$ cat src/rtl/muldiv_unit_if.sv
// rtl/muldiv_unit_if.sv - Operation handshake and HI/LO bus of the multiply/divide unit
interface muldiv_if #(
  parameter int WIDTH = 32
);
  logic             start;
  logic [1:0]       op;
  logic [WIDTH-1:0] a;
  logic [WIDTH-1:0] b;
  logic             abort;
  logic             hi_we;
  logic             lo_we;
  logic [WIDTH-1:0] wdata;
  logic             busy;
  logic             done;
  logic [WIDTH-1:0] hi;
  logic [WIDTH-1:0] lo;

  modport master (
    output start, op, a, b, abort, hi_we, lo_we, wdata,
    input  busy, done, hi, lo
  );

  modport slave (
    input  start, op, a, b, abort, hi_we, lo_we, wdata,
    output busy, done, hi, lo
  );
endinterface

$ cat src/rtl/muldiv_unit.sv
// rtl/muldiv_unit.sv - Multi-cycle signed/unsigned multiply/divide with HI/LO registers
// Magnitudes are iterated one bit per cycle; signs are applied in a single FIX cycle.
module muldiv_unit #(
  parameter int WIDTH = 32,
  parameter int CNT_W = $clog2(WIDTH + 1)
) (
  input  logic    clk,
  input  logic    reset,
  muldiv_if.slave bus
);

  typedef enum logic [1:0] {
    S_IDLE = 2'd0,
    S_RUN  = 2'd1,
    S_FIX  = 2'd2
  } state_t;

  state_t               state_q, state_d;
  logic [CNT_W-1:0]     cnt_q, cnt_d;
  logic                 is_div_q, is_div_d;
  logic                 neg_res_q, neg_res_d;
  logic                 neg_rem_q, neg_rem_d;
  logic [WIDTH-1:0]     opb_q, opb_d;
  logic [2*WIDTH-1:0]   acc_q, acc_d;
  logic [WIDTH-1:0]     hi_q, hi_d;
  logic [WIDTH-1:0]     lo_q, lo_d;
  logic                 done_q, done_d;

  logic                 op_signed;
  logic                 a_neg;
  logic                 b_neg;
  logic                 b_zero;
  logic [WIDTH-1:0]     a_mag;
  logic [WIDTH-1:0]     b_mag;
  logic                 launch;

  logic [WIDTH:0]       mul_sum;
  logic [2*WIDTH-1:0]   mul_next;
  logic [WIDTH:0]       div_trial;
  logic [2*WIDTH-1:0]   div_next;

  logic [2*WIDTH-1:0]   prod_fix;
  logic [WIDTH-1:0]     quot_fix;
  logic [WIDTH-1:0]     rem_fix;
  logic [WIDTH-1:0]     fix_hi;
  logic [WIDTH-1:0]     fix_lo;

  assign op_signed = bus.op[0];
  assign a_neg     = op_signed & bus.a[WIDTH-1];
  assign b_neg     = op_signed & bus.b[WIDTH-1];
  assign b_zero    = (bus.b == '0);
  assign a_mag     = a_neg ? -bus.a : bus.a;
  assign b_mag     = b_neg ? -bus.b : bus.b;
  assign launch    = bus.start & ~bus.abort;

  // Multiply: multiplier sits in the low half and shifts out LSB-first while
  // partial sums enter from the top; W+1 bits keep the carry of each add.
  assign mul_sum  = {1'b0, acc_q[2*WIDTH-1:WIDTH]} + {1'b0, (acc_q[0] ? opb_q : '0)};
  assign mul_next = {mul_sum, acc_q[WIDTH-1:1]};

  // Divide: {remainder, dividend/quotient} shifts left; a non-negative trial
  // commits the subtraction and shifts a 1 into the quotient.
  assign div_trial = acc_q[2*WIDTH-1:WIDTH-1] - {1'b0, opb_q};
  assign div_next  = div_trial[WIDTH] ? {acc_q[2*WIDTH-2:0], 1'b0}
                                      : {div_trial[WIDTH-1:0], acc_q[WIDTH-2:0], 1'b1};

  assign prod_fix = neg_res_q ? -acc_q : acc_q;
  assign quot_fix = neg_res_q ? -acc_q[WIDTH-1:0] : acc_q[WIDTH-1:0];
  assign rem_fix  = neg_rem_q ? -acc_q[2*WIDTH-1:WIDTH] : acc_q[2*WIDTH-1:WIDTH];
  assign fix_hi   = is_div_q ? rem_fix  : prod_fix[2*WIDTH-1:WIDTH];
  assign fix_lo   = is_div_q ? quot_fix : prod_fix[WIDTH-1:0];

  always_ff @(posedge clk or negedge reset) begin
    if (!reset) begin
      state_q   <= S_IDLE;
      cnt_q     <= '0;
      is_div_q  <= 1'b0;
      neg_res_q <= 1'b0;
      neg_rem_q <= 1'b0;
      opb_q     <= '0;
      acc_q     <= '0;
      hi_q      <= '0;
      lo_q      <= '0;
      done_q    <= 1'b0;
    end else begin
      state_q   <= state_d;
      cnt_q     <= cnt_d;
      is_div_q  <= is_div_d;
      neg_res_q <= neg_res_d;
      neg_rem_q <= neg_rem_d;
      opb_q     <= opb_d;
      acc_q     <= acc_d;
      hi_q      <= hi_d;
      lo_q      <= lo_d;
      done_q    <= done_d;
    end
  end

  always_comb begin
    state_d   = state_q;
    cnt_d     = cnt_q;
    is_div_d  = is_div_q;
    neg_res_d = neg_res_q;
    neg_rem_d = neg_rem_q;
    opb_d     = opb_q;
    acc_d     = acc_q;
    hi_d      = hi_q;
    lo_d      = lo_q;
    done_d    = 1'b0;

    unique case (state_q)
      S_IDLE: begin
        if (bus.hi_we) hi_d = bus.wdata;
        if (bus.lo_we) lo_d = bus.wdata;
        if (launch) begin
          state_d   = S_RUN;
          cnt_d     = CNT_W'(WIDTH);
          is_div_d  = bus.op[1];
          // A zero divisor must leave the quotient all ones, so no negation.
          neg_res_d = (a_neg ^ b_neg) & ~(bus.op[1] & b_zero);
          neg_rem_d = a_neg;
          opb_d     = b_mag;
          acc_d     = {{WIDTH{1'b0}}, a_mag};
        end
      end

      S_RUN: begin
        if (bus.abort) begin
          state_d = S_IDLE;
        end else begin
          acc_d = is_div_q ? div_next : mul_next;
          cnt_d = cnt_q - CNT_W'(1);
          if (cnt_q == CNT_W'(1)) state_d = S_FIX;
        end
      end

      S_FIX: begin
        state_d = S_IDLE;
        if (!bus.abort) begin
          hi_d   = fix_hi;
          lo_d   = fix_lo;
          done_d = 1'b1;
        end
      end

      default: state_d = S_IDLE;
    endcase
  end

  assign bus.busy = (state_q != S_IDLE);
  assign bus.done = done_q;
  assign bus.hi   = hi_q;
  assign bus.lo   = lo_q;

endmodule

$ cat src/flat_wrapper.sv
// flat-port wrapper written by rule: the top's interface ports become plain ports
module muldiv_unit_flat 
#(
  parameter int WIDTH = 32,
  parameter int CNT_W = $clog2(WIDTH + 1)
)
  (clk, reset, bus_start, bus_op, bus_a, bus_b, bus_abort, bus_hi_we, bus_lo_we, bus_wdata, bus_busy, bus_done, bus_hi, bus_lo);
  muldiv_if #(.WIDTH(WIDTH)) bus_i ();
  input  logic clk;
  input  logic reset;
  input wire logic [$bits(bus_i.start)-1:0] bus_start;
  input wire logic [$bits(bus_i.op)-1:0] bus_op;
  input wire logic [$bits(bus_i.a)-1:0] bus_a;
  input wire logic [$bits(bus_i.b)-1:0] bus_b;
  input wire logic [$bits(bus_i.abort)-1:0] bus_abort;
  input wire logic [$bits(bus_i.hi_we)-1:0] bus_hi_we;
  input wire logic [$bits(bus_i.lo_we)-1:0] bus_lo_we;
  input wire logic [$bits(bus_i.wdata)-1:0] bus_wdata;
  output wire logic [$bits(bus_i.busy)-1:0] bus_busy;
  output wire logic [$bits(bus_i.done)-1:0] bus_done;
  output wire logic [$bits(bus_i.hi)-1:0] bus_hi;
  output wire logic [$bits(bus_i.lo)-1:0] bus_lo;
  assign bus_i.start = bus_start;
  assign bus_i.op = bus_op;
  assign bus_i.a = bus_a;
  assign bus_i.b = bus_b;
  assign bus_i.abort = bus_abort;
  assign bus_i.hi_we = bus_hi_we;
  assign bus_i.lo_we = bus_lo_we;
  assign bus_i.wdata = bus_wdata;
  assign bus_busy = bus_i.busy;
  assign bus_done = bus_i.done;
  assign bus_hi = bus_i.hi;
  assign bus_lo = bus_i.lo;
  muldiv_unit #(.WIDTH(WIDTH), .CNT_W(CNT_W)) u_core (.clk(clk), .reset(reset), .bus(bus_i));
endmodule
$ cat config.mk
export PLATFORM = sky130hd
export DESIGN_NAME = muldiv_unit_flat
export DESIGN_NICKNAME = d
export VERILOG_FILES = /design/src/rtl/muldiv_unit_if.sv /design/src/rtl/muldiv_unit.sv /design/src/flat_wrapper.sv
export SDC_FILE = /design/constraint.sdc
export NUM_CORES = 1
export LEC_CHECK = 0
export ABC_AREA = 0
export CAP_MARGIN = 15
export CORE_MARGIN = 5
export CORE_UTILIZATION = 52
export CTS_CLUSTER_DIAMETER = 40
export DETAILED_ROUTE_END_ITERATION = 16
export PLACE_DENSITY = 0.74
export SETUP_SLACK_MARGIN = 0.15
export SLEW_MARGIN = 5
export SYNTH_ARGS = -nofsm -noshare
export SYNTH_HDL_FRONTEND = slang
export SYNTH_SLANG_ARGS = --single-unit
export TNS_END_PERCENT = 5
$ cat constraint.sdc
create_clock -name clk -period 3.1 [get_ports clk]
set_input_delay 0.775 -clock clk [delete_from_list [all_inputs] [get_ports clk]]
set_output_delay 0.775 -clock clk [all_outputs]
set_load 0.01 [all_outputs]
==> flow_summary_export.csv, run 1 <==
group,metric,value,unit
power_and_ir_drop,p_per_area,916,nW/um^2
placement,placed_area,18300,um^2
timing,relSlewSlack,43.8,%
synth,synth_area_leaders,"dfrtp_1 (30%), o21ai_0 (7.3%), nand2_1 (6.2%)",
synth,synth_async_sr_flop_share,100,%
placement,port_buffers,169,
floorplanning,rows,60,
floorplanning,dieArea,31100,um^2
clock_network,clk_latency,0.45,ns
synth,ys.flop_type,"dfrtp_1",
cells_and_area,diodes,0,
timing,setup-tns-final,-6.48,ns
timing,worst_slew_pin_slew,0.844,ns
clock_network,clock-sinks,172,
critical_path,cp.required,3.41,ns
grt,grt_antenna_before_repair,0,
synth,ys_seq_elements,172,
drt,drc,0,
critical_path,cp_max_fo,4,
timing,finalCriticalPeriod,3.36,ns
synth,synth_nets,2008,
critical_path,r2r-end,"u_core.acc_q[46]",
synth,ys_seq_area_share,30.0,%
status,status,"complete, but fails checks",
clock_network,cts_max_level,4,
clock_network,cts_buffers,17,
synth,yosysWarnings,0,
critical_path,cp-start-kind,"flop",
power_and_ir_drop,p_leak,8.80,nW
power_and_ir_drop,p_clk_share,13.0,%
placement,pre_cts_slack,-0.302,ns
timing,holdWs,0.264,ns
floorplanning,core_area,27100,um^2
timing,grt_setup_unrepaired,"true",
clock_network,ctsHoldBuffers,0,
power_and_ir_drop,p_total,18.0,mW
cells_and_area,fin_area,19600,um^2
critical_path,rr_startpoint,"u_core.opb_q[0]",
grt,grt_max_degree,88,
grt,track_usage,31.9,%
critical_path,rrSetupSlack,-0.26,ns
power_and_ir_drop,peakVddDrop,0.000444,V
drt,first_pass_iters,6,
timing,slew_violations,0,
grt,grt_overflow,0,
drt,via_per_inst,5.96,
drt,drt-total-wl,51200,um
timing,max_freq,298,MHz
floorplanning,start_util,53.0,%
timing,setup_viol,40,
floorplanning,die-width,176,um
timing,setup_ws,-0.257,ns
clock_network,cts_tree,"yes",
power_and_ir_drop,p_sw,8.20,mW
power_and_ir_drop,p_sw_share,45.6,%
drt,dr.first_iter.drc_count,1697,
synth,synth_cells,1832,
timing,skew,0.0186,ns
synth,netlist_area,14400,um^2
drt,wl_per_cell,19.7,um
grt,grt_pass1_vias,14700,
cells_and_area,final_net_count,2384,
critical_path,r2r_cells,15,
drt,num_vias,15500,
power_and_ir_drop,p_int,9.78,mW
floorplanning,ioPinCount,170,
synth,avgSynthCellArea,7.84,um^2
placement,gp_congestion,0.954,
cells_and_area,syn_to_final_growth,36.6,%
min_path,hp-class,"in2async",
synth,synth_largest_area_cell,"dfrtp_1",
drt,ant_nets,0,
synth,synth_enable_flop_cells,0,
synth,synth_top_area_share,30.0,%
critical_path,arrival,3.67,ns
power_and_ir_drop,pwr-share-comb,67.5,%
clock_network,root_buffer,"clkbuf_16",
timing,hold_violations,0,
critical_path,endpoint_kind,"flop",
cells_and_area,drive_gt1_share,19.9,%
critical_path,path_class,"reg2reg",
clock_network,clkTransAtPathRegs,0.09,ns
job,maxCapViolations,0,
power_and_ir_drop,p_seq_share,19.5,%
synth,ys_types,83,
placement,dpl.hpwl,39100,um
timing,fin_crit_sh,108,%
floorplanning,die_y,176,um
clock_network,ctsLongestPathBuffers,2,
grt,grt_pass1_wl,79300,um
status,violations,"negative setup slack",
==> what timing repair did <==
item | in CTS | in global routing
gates cloned | 0 | 1
buffers inserted | 7 | 14
setup endpoints to repair | 50 | 77
pin swaps | 38 | 31
resized for setup | 62 | 67
==> cell usage after synthesis (20+ instances only) <==
master / instances
a21o_1: 39
a21oi_1: 143
clkbuf_1: 86
dfrtp_1: 172
ha_1: 70
inv_1: 65
mux2i_1: 54
nand2_1: 236
nor2_1: 176
nor3_1: 27
o21ai_0: 210
o21ai_1: 22
o31ai_1: 32
or3_1: 20
xnor2_1: 95
xor2_1: 79
==> power groups by stage <==
stage | logic, mW | clock network, mW | registers (mW)
2_1_floorplan | 6.18 | 0 | 3.62
3_3_place_gp | 10.4 | 0 | 3.45
3_5_place_dp | 10.6 | 0 | 3.49
4_1_cts | 11.2 | 2.34 | 3.46
5_1_grt | 13.0 | 2.43 | 3.58
6_report | 12.1 | 2.34 | 3.51
==> sequential cells by signal, summed over array words and instances (netlist names) <==
name	flops
u_core.opb_q	32
u_core.bus.done	1
u_core.is_div_q	1
u_core.bus.lo	32
u_core.acc_q	64
u_core.cnt_q	6
u_core.state_q	2
u_core.neg_res_q	1
u_core.bus.hi	32
u_core.neg_rem_q	1
==> kinds of logic (layout without fill, tap and decap cells) <==
| logic type | Yosys count | after routing | share of synthesized area (%) |
|---|---|---|---|
| fa+ha+maj | 72 | 72 | 6.37 |
| buf+inv | 168 | 557 | 4.59 |
| flops | 172 | 172 | 30.0 |
| mux | 57 | 57 | 4.00 |
| compound gates | 590 | 590 | 25.1 |
| xor+xnor | 175 | 175 | 10.8 |
| simple gates | 598 | 598 | 19.2 |
==> through the flow <==
step / utilization [%] / std cells
floorplan: - / 1832
global placement: 67.5 / 2539
detailed placement: 67.5 / 2539
CTS: 70.9 / 2578
global route: 72.5 / 2593
finish: 72.5 / 2593
==> critical path, stage by stage, from the launching register on <==
cell	delay [ns]
dfrtp_1	0.44
ha_4	0.20
buf_6	0.11
fa_2	0.37
nor2b_4	0.14
o31ai_2	0.08
a21oi_2	0.25
a31oi_4	0.15
a31oi_4	0.25
a21oi_4	0.10
o21ai_4	0.19
xor2_4	0.28
buf_4	0.16
mux2_2	0.32
nand3_1	0.08
o311ai_0	0.12
==> per-layer routing <==
metal  track usage [%]  share of wire [%]
met1              46.0                 44
met2              47.9                 42
met3              6.85                 11
met4              10.1                3.0
met5                 0                  0
==> layout by cell type (no fill, tap or decap), drive strengths merged, types with 5 or more instances in the layout <==
cell type | netlist | routed
nor2b | 16 | 16
a21o | 39 | 39
mux2i | 54 | 54
o21ai | 234 | 234
a211o | 6 | 6
nand2b | 14 | 14
xnor2 | 95 | 95
o31ai | 33 | 33
and2 | 11 | 11
nor3b | 7 | 7
nand4 | 12 | 12
inv | 65 | 72
a31oi | 17 | 17
nor2 | 176 | 176
nor3 | 30 | 30
or4 | 10 | 10
buf | 15 | 290
o211ai | 6 | 6
o41ai | 12 | 12
a22oi | 14 | 14
xor2 | 80 | 80
clkbuf | 87 | 18
clkinv | 1 | 8
o21bai | 8 | 8
nor4 | 19 | 19
nand2 | 236 | 236
dfrtp | 172 | 172
a311oi | 5 | 5
a211oi | 14 | 14
and3 | 8 | 8
or3 | 22 | 22
clkdlybuf4s50 | 0 | 168
a21oi | 146 | 146
nand3 | 20 | 20
ha | 70 | 70
o221ai | 12 | 12
o21a | 13 | 13
o22ai | 7 | 7
or2 | 7 | 7
==> layout make-up <==
type | count | area (um^2)
Tap cell | 372 | 465
Clock inverter | 15 | 213
Timing Repair Buffer | 459 | 4040
Fill cell | 2113 | 7470
Multi-Input combinational cell | 1492 | 9930
Sequential cell | 172 | 4310
Inverter | 66 | 255
Clock buffer | 17 | 425
==> worst max path at each step <==
stage	to	startpoint	depth (start not counted)	slack, ns
after floorplan	u_core.acc_q[60]	u_core.acc_q[31]	15	0.04
after global routing	u_core.bus.hi[26]	u_core.acc_q[32]	15	-0.37
after CTS	u_core.acc_q[57]	u_core.opb_q[0]	16	-0.19
after detailed placement	u_core.acc_q[29]	bus_a[0]	9	-0.30
after global placement	u_core.acc_q[30]	bus_a[1]	11	-0.28
final	u_core.acc_q[46]	u_core.opb_q[0]	15	-0.26
(Power assumes the default switching activity.)
==> run 2, diff against run 1 <==
--- a/config.mk
+++ b/config.mk
@@ -7,5 +7,5 @@
 export LEC_CHECK = 0
 export ABC_AREA = 0
-export CAP_MARGIN = 15
+export CAP_MARGIN = 5
 export CORE_MARGIN = 5
 export CORE_UTILIZATION = 52
==> constraint.sdc (replaced) <==
create_clock -name clk -period 3.1 [get_ports clk]
set_input_delay 0.62 -clock clk [delete_from_list [all_inputs] [get_ports clk]]
set_output_delay 0.62 -clock clk [all_outputs]
set_load 0.01 [all_outputs]
==> run 2 against run 1 <==
Compared with the run above:
- setup slack better by 0.090 ns
- critical path type unchanged
- highest routed layer unchanged
- the flow still finishes with violations (negative setup slack)
- critical path depth unchanged
- global-route usage up 0.059 points
==> flow_summary_export.csv, run 2 (synthesis results as in run 1) <==
group,metric,value,unit
status,status,"complete, but fails checks",
status,violations,"negative setup slack",
drt,ant_nets,0,
timing,fin_crit_sh,105,%
grt,grt_max_degree,88,
cells_and_area,top_register,"u_core.acc_q",
clock_network,ctsHoldBuffers,0,
timing,relSlewSlack,33.7,%
floorplanning,dieArea,31100,um^2
drt,num_vias,15400,
timing,max_freq,306,MHz
drt,wl_per_cell,19.8,um
floorplanning,ioPinCount,170,
critical_path,crit_slowest_cell,"dfrtp_1",
floorplanning,die-width,176,um
cells_and_area,drive_gt1_share,19.0,%
grt,grt_overflow,0,
floorplanning,die_y,176,um
drt,first_pass_iters,9,
critical_path,cp.required,3.42,ns
critical_path,crit_buf_inv,3,
grt,track_usage,31.9,%
power_and_ir_drop,p_total,17.7,mW
critical_path,max_stage_delay,0.43,ns
floorplanning,core_area,27100,um^2
cells_and_area,final_cells,2584,
critical_path,cp-start-kind,"flop",
power_and_ir_drop,peakVddDrop,0.000464,V
drt,drt-total-wl,51300,um
clock_network,ctsLongestPathBuffers,2,
timing,slew_violations,0,
clock_network,root_buffer,"clkbuf_16",
power_and_ir_drop,p_per_area,907,nW/um^2
timing,finalCriticalPeriod,3.27,ns
cells_and_area,mostFrequentLayoutCells,"buf_4 (263), nand2_1 (235), o21ai_0 (190)",
critical_path,cp_top_family,"compound AO/OA/AOI/OAI gates",
cells_and_area,final_net_count,2375,
drt,drc,0,
timing,holdWs,0.173,ns
clock_network,cts_tree,"yes",
grt,grt_pass1_vias,14700,
grt,grt_antenna_before_repair,0,
clock_network,clock-sinks,172,
critical_path,rrSetupSlack,-0.17,ns
critical_path,path_cells,"ha_4 -> buf_6 -> fa_2 -> nor2b_4 -> o31ai_2 -> a21oi_2 -> a31oi_4 -> a31oi_4 -> a21oi_4 -> o21ai_4 -> xor2_4 -> buf_12 -> buf_12 -> mux2i_1 -> o221ai_1",
clock_network,cts_max_level,4,
timing,setup_viol,34,
critical_path,path_class,"reg2reg",
clock_network,cts_buffers,17,
floorplanning,start_util,53.0,%
timing,worst_slew_pin_slew,0.992,ns
placement,gp_congestion,0.992,
cells_and_area,fillers,2115,
min_path,hp-class,"in2async",
clock_network,clkTransAtPathRegs,0.08,ns
critical_path,cp_max_fo,14,
timing,grt_setup_unrepaired,"true",
cells_and_area,diodes,0,
timing,setup_ws,-0.167,ns
critical_path,endpoint_kind,"flop",
power_and_ir_drop,p_leak,8.74,nW
grt,grt_pass1_wl,79500,um
job,maxCapViolations,0,
timing,hold_violations,0,
cells_and_area,final_common_cell,"buf_4",
cells_and_area,largest_register_ffs,64,
critical_path,arrival,3.58,ns
placement,dpl.hpwl,38900,um
clock_network,clk_latency,0.45,ns
drt,dr.first_iter.drc_count,1369,
placement,port_buffers,169,
timing,skew,0.0146,ns
drt,via_per_inst,5.96,
placement,place_inst,2530,
floorplanning,rows,60,
cells_and_area,syn_to_final_growth,35.4,%
run 2: cell types whose count changed in the layout (fill, tap and decap cells not counted), moves of 5 or more:
cell     change
o21ai_1      -8
o21ai_0      +6
mux2i_2      -5
buf_4        -6
mux2i_1      +5
run 2: stage by stage:
| step | setup WS (ns) | utilization, % | cell area [um^2] | setup TNS (ns) |
|---|---|---|---|---|
| finish | -0.167 | 71.8 | 19500 | -3.91 |
| floorplan | 0.0388 | - | 14400 | 0 |
| CTS | -0.177 | 70.8 | 19200 | -3.52 |
| global route | -0.295 | 71.8 | 19500 | -8.06 |
| global placement | -0.182 | 67.2 | 18200 | -3.91 |
| detailed placement | -0.260 | 67.2 | 18200 | -6.92 |
run 2: per-layer routing:
layer / track usage, % / wire (um) / part of all wire, %
met1: 46.1 / 22200 / 43
met2: 48.5 / 22100 / 43
met3: 6.98 / 5490 / 11
met4: 9.06 / 1500 / 2.9
met5: 0 / 0 / 0
run 2: final timing paths:
path,startpoint,end,cells past startpoint
worst min register to register,u_core.opb_q[10],u_core.opb_q[10],2
worst max register to register,u_core.opb_q[0],u_core.acc_q[54],15
worst max-delay path,u_core.opb_q[0],u_core.acc_q[54],15
min in group clk,u_core.opb_q[10],u_core.opb_q[10],2
max in group asynchronous,reset,u_core.acc_q[18],2
worst min-delay path,reset,u_core.bus.lo[5],1
run 2: power by group:
part           switching (mW)  internal [mW]
combinational            6.33           5.52
sequential              0.616           2.91
clock                    1.17           1.11
run 2: area by class of cell:
| cell class | instances | area (um^2) | area share (%) |
|---|---|---|---|
| tap | 372 | 465 | 2.39 |
| clock buffer | 17 | 425 | 2.19 |
| clock inverter | 15 | 191 | 0.984 |
| timing repair buffer | 450 | 3960 | 20.4 |
| inverter | 66 | 254 | 1.31 |
| multi-input combinational | 1492 | 9850 | 50.6 |
| sequential | 172 | 4310 | 22.1 |
run 2: what timing repair did:
item	in CTS	in global routing
pin swaps	44	24
endpoints found under the setup margin	57	61
resized for setup	69	45
gates cloned	0	1
buffers inserted	11	10
==> run 3, diff against run 2 <==
Settings changed: CORE_UTILIZATION 52 to 58, HOLD_SLACK_MARGIN set to 0.1, PLACE_DENSITY 0.74 to 0.78.
Clock period 3.1 ns to 3.2 ns, I/O delays scaled along.
==> run 3 against run 2 <==
Compared with the run above:
- the flow still finishes with violations (negative setup slack)
- via count shrank 0.47%
- combinational power shrank 7%
- clock skew grew 0.0016 ns
- sequential power shrank 4%
- critical endpoint is now u_core.acc_q[61]
- wire length shrank 0.86%
- critical path depth shrank 1
- cell count shrank 3.8%
- highest routed layer is now met5
- first-iteration DRC count grew 13%
==> flow_summary_export.csv, run 3 (synthesis results as in run 1) <==
group,metric,value,unit
timing,skew,0.0162,ns
critical_path,cp_max_fo,2,
placement,place_inst,2431,
drt,first_pass_iters,6,
floorplanning,core_area,24400,um^2
cells_and_area,diodes,0,
timing,finalCriticalPeriod,3.32,ns
timing,slew_violations,0,
placement,gp_congestion,0.926,
power_and_ir_drop,pwr-share-comb,66.5,%
cells_and_area,syn_to_final_growth,31.6,%
drt,route.met3.wl,4810,um
cells_and_area,fin_area,18900,um^2
timing,holdWs,0.247,ns
timing,worst_slew_pin_slew,0.887,ns
critical_path,arrival,3.63,ns
drt,drc,0,
critical_path,crit_buf_inv,2,
clock_network,clk_latency,0.45,ns
clock_network,cts_tree,"yes",
timing,hold_violations,0,
clock_network,clock-sinks,172,
power_and_ir_drop,p_int,9.03,mW
floorplanning,dieArea,28000,um^2
drt,ant_nets,0,
placement,pre_cts_slack,-0.279,ns
cells_and_area,final_cells,2487,
power_and_ir_drop,peakVddDrop,0.000501,V
placement,port_buffers,169,
power_and_ir_drop,p_sw_share,45.9,%
critical_path,path_class,"reg2reg",
drt,num_vias,15300,
floorplanning,rows,57,
drt,drt-met1-wl,21200,um
critical_path,path_cells,"inv_1 -> ha_4 -> a21o_1 -> a21oi_1 -> o21a_1 -> o21a_2 -> o31ai_4 -> a221oi_2 -> o21ai_2 -> o41ai_2 -> buf_4 -> mux2_4 -> a311oi_2 -> a211oi_1",
critical_path,r2r-end,"u_core.acc_q[61]",
critical_path,cp_top_family,"compound AO/OA/AOI/OAI gates",
critical_path,cp.required,3.52,ns
clock_network,root_buffer,"clkbuf_16",
critical_path,max_stage_delay,0.39,ns
critical_path,cp-start-kind,"flop",
timing,max_freq,302,MHz
power_and_ir_drop,p_sw,7.67,mW
critical_path,crit_slowest_cell,"dfrtp_1",
grt,grt_overflow,0,
placement,placed_area,17700,um^2
timing,setup_viol,5,
cells_and_area,final_net_count,2326,
critical_path,r2r_cells,14,
clock_network,ctsLongestPathBuffers,2,
grt,grt_antenna_before_repair,1,
drt,top_layer,"met5",
drt,dr.first_iter.drc_count,1553,
grt,grt_pass1_vias,14700,
floorplanning,die_y,167,um
power_and_ir_drop,p_leak,8.45,nW
critical_path,rrSetupSlack,-0.12,ns
timing,grt_setup_unrepaired,"true",
floorplanning,die-width,167,um
drt,met2_wirelength,23300,um
timing,setup_ws,-0.116,ns
placement,dpl.hpwl,37900,um
cells_and_area,postLayoutCoreUtil,77.5,%
clock_network,clkTransAtPathRegs,0.08,ns
floorplanning,start_util,58.9,%
timing,relSlewSlack,40.9,%
timing,fin_crit_sh,104,%
status,violations,"negative setup slack",
min_path,hp-class,"in2async",
clock_network,ctsHoldBuffers,0,
drt,via_per_inst,6.16,
clock_network,cts_buffers,17,
power_and_ir_drop,p_seq_share,20.3,%
floorplanning,ioPinCount,170,
cells_and_area,final_common_cell,"nand2_1",
critical_path,rr_startpoint,"u_core.opb_q[3]",
critical_path,endpoint_kind,"flop",
cells_and_area,drive_gt1_share,17.1,%
grt,track_usage,34.6,%
power_and_ir_drop,p_clk_share,13.2,%
grt,grt_max_degree,88,
cells_and_area,top_register,"u_core.acc_q",
power_and_ir_drop,p_total,16.7,mW
drt,wl_per_cell,20.4,um
cells_and_area,mostFrequentLayoutCells,"nand2_1 (235), buf_4 (222), o21ai_0 (195)",
power_and_ir_drop,p_per_area,883,nW/um^2
drt,drt-total-wl,50800,um
timing,setup-tns-final,-0.186,ns
job,maxCapViolations,0,
grt,grt_pass1_wl,78500,um
clock_network,cts_max_level,4,
status,status,"complete, but fails checks",
cells_and_area,largest_register_ffs,64,
[run 3: changes by cell type in the layout (fill, tap and decap cells not counted), sizes merged]
cell,before,now
buf,281,232
clkinvlp,0,3
inv,73,70
bufinv,0,1
clkbuf,18,20
clkinv,8,5
[run 3: final cells by class]
type / instances / area [um^2]
clock buffer: 19 / 453
clock inverter: 13 / 156
fill: 1822 / 5490
inverter: 66 / 255
multi-input combinational: 1492 / 9820
sequential: 172 / 4310
tap: 324 / 405
timing repair buffer: 401 / 3510
[run 3: worst max-delay path by stage]
stage / from / to / slack [ns] / cells past startpoint
floorplan: u_core.acc_q[31] / u_core.acc_q[60] / 0.14 / 15
global placement: bus_a[0] / u_core.acc_q[26] / -0.25 / 12
CTS: u_core.acc_q[0] / u_core.acc_q[63] / -0.07 / 15
finish: u_core.opb_q[3] / u_core.acc_q[61] / -0.12 / 14
detailed placement: bus_a[0] / u_core.acc_q[26] / -0.28 / 12
global route: u_core.opb_q[0] / u_core.acc_q[46] / -0.19 / 15
[run 3: repair_timing]
item                                    in CTS  in global routing
endpoints found under the setup margin      47                 77
pin swaps                                    9                 44
gates resized for setup                     22                 73
cloned                                       0                  1
hold endpoints to repair                     0                  0
buffers inserted                             5                 18
[run 3: metal layers]
metal / up-vias / track usage [%]
met2: 761 / 54.0
li1: 7155 / -
met5: - / 0
met4: 2 / 10.4
met1: 7284 / 47.3
met3: 124 / 9.29
[run 3: power groups by stage]
stage / Clock (mW) / Sequential [mW] / Combinational (mW)
detailed placement: 0 / 3.38 / 9.96
CTS: 2.21 / 3.34 / 10.3
finish: 2.21 / 3.39 / 11.1
global route: 2.30 / 3.46 / 11.9
floorplan: 0 / 3.51 / 5.99
global placement: 0 / 3.34 / 9.76
